===== config.mk =====
export PLATFORM = sky130hd
export DESIGN_NAME = order_n_pipe
export DESIGN_NICKNAME = d
export VERILOG_FILES = /design/src/rtl/order_n_pipe.sv
export SDC_FILE = /design/constraint.sdc
export NUM_CORES = 2
export LEC_CHECK = 0
export ABC_AREA = 1
export ABC_CLOCK_PERIOD_IN_PS = 25500
export CAP_MARGIN = 20
export CORE_MARGIN = 3
export CORE_UTILIZATION = 64
export CTS_BUF_LIST = sky130_fd_sc_hd__clkbuf_4 sky130_fd_sc_hd__clkbuf_8
export DETAILED_ROUTE_END_ITERATION = 6
export MAX_ROUTING_LAYER = met4
export PLACE_DENSITY = 0.91
export SKIP_LAST_GASP = 1
export SYNTH_ARGS = -nofsm -noshare
export SYNTH_HDL_FRONTEND = slang
export SYNTH_SLANG_ARGS = --single-unit

===== constraint.sdc =====
create_clock -name clock -period 25.5 [get_ports clock]
set_input_delay 2.55 -clock clock [delete_from_list [all_inputs] [get_ports clock]]
set_output_delay 2.55 -clock clock [all_outputs]
set_load 0.01 [all_outputs]

===== src/rtl/order_n_pipe.sv =====
// order_n_pipe
//   Pipelined stable sorter built as an odd-even transposition network.
//   It has NUM registered stages. Stage k compares and exchanges the lane
//   pairs that start at lane (k % 2): stage 0 works on (0,1),(2,3),..., and
//   stage 1 works on (1,2),(3,4),... NUM such rounds fully sort NUM lanes.
//   Each element carries a tag holding its original input position. Each
//   sample carries its own ascending/descending mode bit.
//
// Ports
//   clock       rising-edge clock
//   rst         asynchronous active-high reset; clears every stage register
//   in_valid    indata/in_descend carry a sample this cycle
//   in_descend  0 = ascending, 1 = descending (travels with the sample)
//   hold        freezes every stage register; inputs are ignored while high
//   indata      NUM packed elements, element i at [i*DSIZE +: DSIZE]
//   out_valid   outdata/outidx carry a sorted sample
//   outdata     sorted elements, lane i at [i*DSIZE +: DSIZE]
//   outidx      original input position of each outdata lane
module order_n_pipe #(
  parameter int DSIZE = 8,
  parameter int NUM   = 8,
  parameter int ISIZE = $clog2(NUM)
) (
  input  logic                   clock,
  input  logic                   rst,
  input  logic                   in_valid,
  input  logic                   in_descend,
  input  logic                   hold,
  input  logic [NUM*DSIZE-1:0]   indata,
  output logic                   out_valid,
  output logic [NUM*DSIZE-1:0]   outdata,
  output logic [NUM*ISIZE-1:0]   outidx
);

  // stage registers, one entry per stage
  logic [NUM*DSIZE-1:0] stg_d [NUM];
  logic [NUM*ISIZE-1:0] stg_t [NUM];
  logic                 stg_m [NUM];
  logic                 stg_v [NUM];

  for (genvar k = 0; k < NUM; k++) begin : g_stage
    logic [NUM*DSIZE-1:0] src_d;
    logic [NUM*ISIZE-1:0] src_t;
    logic                 src_m;
    logic                 src_v;
    logic [NUM*DSIZE-1:0] cx_d;
    logic [NUM*ISIZE-1:0] cx_t;
    logic [DSIZE-1:0]     lo;
    logic [DSIZE-1:0]     hi;
    logic [ISIZE-1:0]     lo_t;
    logic [ISIZE-1:0]     hi_t;
    logic                 swap;

    // Stage 0 both captures the sample and performs the first even round,
    // so NUM stages give the NUM rounds a full sort needs.
    if (k == 0) begin : g_src
      always_comb begin
        src_d = indata;
        src_t = '0;
        for (int i = 0; i < NUM; i++) begin
          src_t[i*ISIZE +: ISIZE] = ISIZE'(i);
        end
        src_m = in_descend;
        src_v = in_valid;
      end
    end else begin : g_src
      always_comb begin
        src_d = stg_d[k-1];
        src_t = stg_t[k-1];
        src_m = stg_m[k-1];
        src_v = stg_v[k-1];
      end
    end

    // Only strictly out-of-order pairs swap. Equal neighbours stay put, so
    // the sort is stable and each tag moves together with its data.
    always_comb begin
      cx_d = src_d;
      cx_t = src_t;
      lo   = '0;
      hi   = '0;
      lo_t = '0;
      hi_t = '0;
      swap = 1'b0;
      for (int i = k % 2; i < NUM - 1; i += 2) begin
        lo   = src_d[i*DSIZE +: DSIZE];
        hi   = src_d[(i+1)*DSIZE +: DSIZE];
        lo_t = src_t[i*ISIZE +: ISIZE];
        hi_t = src_t[(i+1)*ISIZE +: ISIZE];
        swap = src_m ? (lo < hi) : (lo > hi);
        if (swap) begin
          cx_d[i*DSIZE +: DSIZE]     = hi;
          cx_d[(i+1)*DSIZE +: DSIZE] = lo;
          cx_t[i*ISIZE +: ISIZE]     = hi_t;
          cx_t[(i+1)*ISIZE +: ISIZE] = lo_t;
        end
      end
    end

    // Bubbles advance like real samples; only the valid bit tells them apart.
    always_ff @(posedge clock or posedge rst) begin
      if (rst) begin
        stg_d[k] <= '0;
        stg_t[k] <= '0;
        stg_m[k] <= 1'b0;
        stg_v[k] <= 1'b0;
      end else if (!hold) begin
        stg_d[k] <= cx_d;
        stg_t[k] <= cx_t;
        stg_m[k] <= src_m;
        stg_v[k] <= src_v;
      end
    end
  end

  assign out_valid = stg_v[NUM-1];
  assign outdata   = stg_d[NUM-1];
  assign outidx    = stg_t[NUM-1];

endmodule


[After elaboration in Yosys (flattened, before gate mapping)]
Cells that the tools add are included.
Storage, ports and cells
  register bits after elaboration: 719
  latch bits: 0
  bits in writable memories: 0
  ROM bits: 0
  input port bits: 69
  output and inout bits: 89
  logic and storage cells: 171
  memories kept: 0
Operators by class
  $add $sub $neg: 0
  multipliers: 0
  div/mod/pow operators: 0
  $lt $le $gt $ge: 56
  equal/unequal tests: 0
  shift-type cells: 0
  muxes and demuxes: 84
  bitwise operators: 0
  reductions and logical operators: 0
Operators by type and width (count)
  two-way mux 16 bit: 28
  > comparator 8 bit: 28
  less-than comparator 8 bit: 28
  two-way mux 6 bit: 24
  two-way mux 1 bit: 28
  two-way mux 4 bit: 4

[Longest topological paths before layout]
  depth in word-level cells: 3
  mapped depth: 16
  depth with buffers taken out: 15

[Least setup slack after synthesis]
Ideal clock, no wire load.
  kind: input port to flip-flop
  start: input indata[15]
  end: register stg_d, in the netlist g_stage[1].src_d[0]
  library setup time: 0.122 ns
  arrival: 3.677 ns
  required time: 25.378 ns
  setup slack: 21.700 ns
  stages on the path: 10
  path buffers: 1
  path through: inv_1 > ha_1 > nand2_1 > nor2_2 > nand3_1 > o21ai_2 > nand2_2 > buf_2 > nand4_1 > nand3_2
Between the ends
  word-level cells in the longest chain between the ends: 3
  elaborated cells between the ends (all ways): 4
  classes of those cells: order compare (2); mux (2)
RTL lines
  start, declared: line 29  | input logic [NUM*DSIZE-1:0] indata,
  > comparator 8 bit / less-than comparator 8 bit (equally long branches): line 90  | swap = src_m ? (lo < hi) : (lo > hi);
  two-way mux 1 bit *: line 90
  two-way mux 16 bit *: line 91  | if (swap) begin
  end signal, assigned by index: line 103  | stg_d[k] <= '0;
  end signal, assigned by index: line 108  | stg_d[k] <= cx_d;
  end, declared: line 36  | logic [NUM*DSIZE-1:0] stg_d [NUM];
Every way passes the cells marked *; elsewhere a longest branch is shown, timed or not.
A chain may end at the register's enable or synchronous reset.

==> impl_results.md <==
- Status: complete, but fails checks
- Failing checks: design-rule violations
- CTS Root Cell: clkbuf_8
- Critical Path RT: 26080 ps
- Detailed Routing Iterations Pass 1: 7
- Hold WC Path Type: reg2reg
- Clock share of power: 0.173
- Switching pwr: 2720 uW
- Synth Register Bits: 693
- Number of gates resized after CTS: 0
- Via density: 5.64
- Worst VDD drop: 64.1 uV
- Syn_nets: 5755
- Core footprint: 61900 um^2
- CP Launch Type: input pin
- Relative slew margins: 0.184
- Period minus WS final: 5010 ps
- Wire per inst: 14.8 um
- Starting Density: 0.649
- Inserted Clock Buffers: 110
- Count of different cell masters after synthesis: 29
- IO buf count: 157
- Placed cell count: 6164
- Crit Path Class: in2reg
- Clock tree buffer depth: 3
- DRT antenna net count: 0
- HPWL after DPL: 63200 um
- Global-route wire length before repair: 159000 um
- Layout cells sized above 1: 0.0613
- Gr usage total: 0.291
- Hold path start: g_stage[7].src_d[5]
- WP depth: 6
- Final setup fails: 0
- CP endpoint kind: register
- Hold path depth: 2
- Post-CTS Setup Repair Bufs: 0
- Post-synth top area share: 0.431
- Cell taking the most area after synthesis: dfrtp_1
- Num ports: 158
- Worst-margin pin slew: 1220 ps
- Grt ovf: 0
- Die H: 257 um
- Max FO, Critical Path: 302
- Non-Filler Instances: 6367
- CTS sink cnt: 693
- Pint: 3210 uW
- Starting DRT DRC Count: 3693
- DRC Markers: 5
- Worst path bufs/invs: 4
- Comb power frac: 0.510
- Skew final: 39.7 ps
- Row count: 91
- H-tree depth: 3
- Sequential share of the synthesized area: 0.431
- Tcrit/Tclk final: 0.196
- PD cells: 135 nW/um^2
- CP max-delay cell: buf_4
- Slew Limit Fails: 0
- Die area: 65900 um^2
- Sw Ratio: 0.458
- Pleak: 0.0244 uW
- Synthesis Warnings: 0
- FMAX: 0.200 GHz
- Mapped Area: 40200 um^2
- Vias in the first global route: 33700
- Antenna violations before repair: 1
- R2R depth: 8
- Max Cap Viol: 0
- R2R Path Start: g_stage[3].src_d[47]
- Fin Setup TNS: 0 ps
- Routed WL: 94500 um
- Hold EP: outdata[5]
- Crit path cell chain: buf_8 -> inv_8 -> buf_12 -> buf_4 -> nand2_1 -> o21a_1
- CTS tree: built
- RSZ-0062 raised after global routing: false
- Crit path largest cell delay: 910 ps
- Via Count: 35900
- Reg power frac: 0.317
- Largest net degree at the start of global routing: 303
- FF-to-FF setup slack: 22480 ps
- Mapped Cells: 5462
- Last weighted congestion value of the routability-driven placer: 0.922
- Final Hold Viols: 0
- Layout area overhead: 9.02%
- Number of hold buffers added after CTS: 0
- Ranking of synthesized cells by area: dfrtp_1, nand2_1, nand3_1
- Critical path arrival: 5590 ps
- Final net count: 5734
- Clock latency on the worst-skew pair: 720 ps
- Clock-pin slew on the worst setup and hold paths: 60 ps
- Crit path max-delay family: buffers and inverters
- R2r endpoint: g_stage[4].src_d[51]
- Die width: 257 um
- Avg Inst Size Synth: 7.36 um^2
## worst max-delay path by stage
stage	startpoint	end	slack, ps
floorplan	rst	g_stage[1].src_d[0]	3520
global route	hold	g_stage[1].src_d[54]	20330
global placement	hold	g_stage[1].src_t[21]	19570
detailed placement	hold	g_stage[2].src_d[56]	19450
finish	hold	g_stage[1].src_t[21]	20490
CTS	hold	g_stage[1].src_t[21]	20190
## power by group through the flow
stage | registers, uW | logic, uW | clock network, uW
finish | 1880 | 3020 | 1030
detailed placement | 1880 | 2950 | 0
global route | 1930 | 3470 | 1090
floorplan | 1820 | 2400 | 0
global placement | 1860 | 2820 | 0
CTS | 1870 | 2990 | 1040
## cell usage in the layout, fill, tap and decap left out, types with 3 or more instances in the layout
master	synthesis	final
nand2_1	2044	2044
nand3_1	1122	1122
dfrtp_1	693	693
inv_1	618	617
ha_1	224	224
clkdlybuf4s50_1	0	156
clkbuf_8	0	137
a21oi_1	83	83
o21ai_0	77	77
nand4_1	73	73
nor2_1	57	57
nand3_2	54	54
clkbuf_4	0	38
nand2_2	33	33
o21a_1	19	19
clkinv_2	0	14
a21o_1	13	13
buf_4	36	13
nand2_4	9	9
nor2_2	8	8
o21ai_2	6	6
o22ai_1	6	6
inv_2	6	5
o21bai_1	4	4
bufinv_16	0	4
inv_6	0	3
clkinvlp_4	0	3
buf_12	2	3
## through the flow
| stage | hold slack (ps) | worst slack, ps | instance area (um^2) | power, uW | utilization |
|---|---|---|---|---|---|
| floorplan | 442 | 3520 | 40200 | 4220 | - |
| global placement | 449 | 19570 | 41300 | 4680 | 0.668 |
| detailed placement | 457 | 19450 | 41300 | 4830 | 0.668 |
| CTS | 466 | 20190 | 43800 | 5890 | 0.707 |
| global route | 476 | 20330 | 43800 | 6490 | 0.708 |
| finish | 463 | 20490 | 43800 | 5930 | 0.708 |
## cell usage after synthesis, drive strengths merged
| cell type | n |
|---|---|
| o21a | 19 |
| nand4 | 73 |
| buf | 240 |
| nand2 | 2086 |
| o21ai | 85 |
| nand3 | 1177 |
| o21bai | 4 |
| o22ai | 6 |
| inv | 624 |
| clkbuf | 68 |
| a21o | 13 |
| dfrtp | 693 |
| or2 | 1 |
| ha | 224 |
| a21oi | 83 |
| nor2 | 66 |
## per-layer routing
| layer | GRT usage | vias to the layer above | wire, um |
|---|---|---|---|
| met5 | - | - | 0 |
| met4 | 0.106 | 0 | 2910 |
| met3 | 0.0378 | 236 | 5530 |
| met2 | 0.464 | 1291 | 45500 |
| met1 | 0.385 | 17000 | 40600 |
| li1 | - | 17400 | - |
## worst reg2reg max path: cells and delay by family (launching register included)
family,cells,cell delay (ps)
adder cells (fa/ha/maj),1,330
AND/OR/NAND/NOR,5,1800
flip-flops,1,430
AO/OA/AOI/OAI,2,320
## cell families after synthesis
family	Yosys count	synth area share
compound gates	210	0.0291
fa+ha+maj	224	0.0697
buf+inv	932	0.0994
flops	693	0.431
simple gates	3403	0.370
## registers in the layout, summed over array words and instances (netlist names)
signal,cells
out_valid,1
outdata,64
g_stage.src_d,448
g_stage.src_v,7
g_stage.src_t,142
outidx,24
g_stage.src_m,7
## area by class of cell
class,instances,area (um^2)
Tap cell,837,1050
Clock buffer,175,2170
Multi-Input combinational cell,3837,18900
Timing Repair Buffer,175,1790
Sequential cell,693,17300
Clock inverter,25,255
Antenna cell,1,2.50
Inverter,624,2360
Fill cell,4842,18100
No activity file was read; power rests on OpenSTA's default activity.
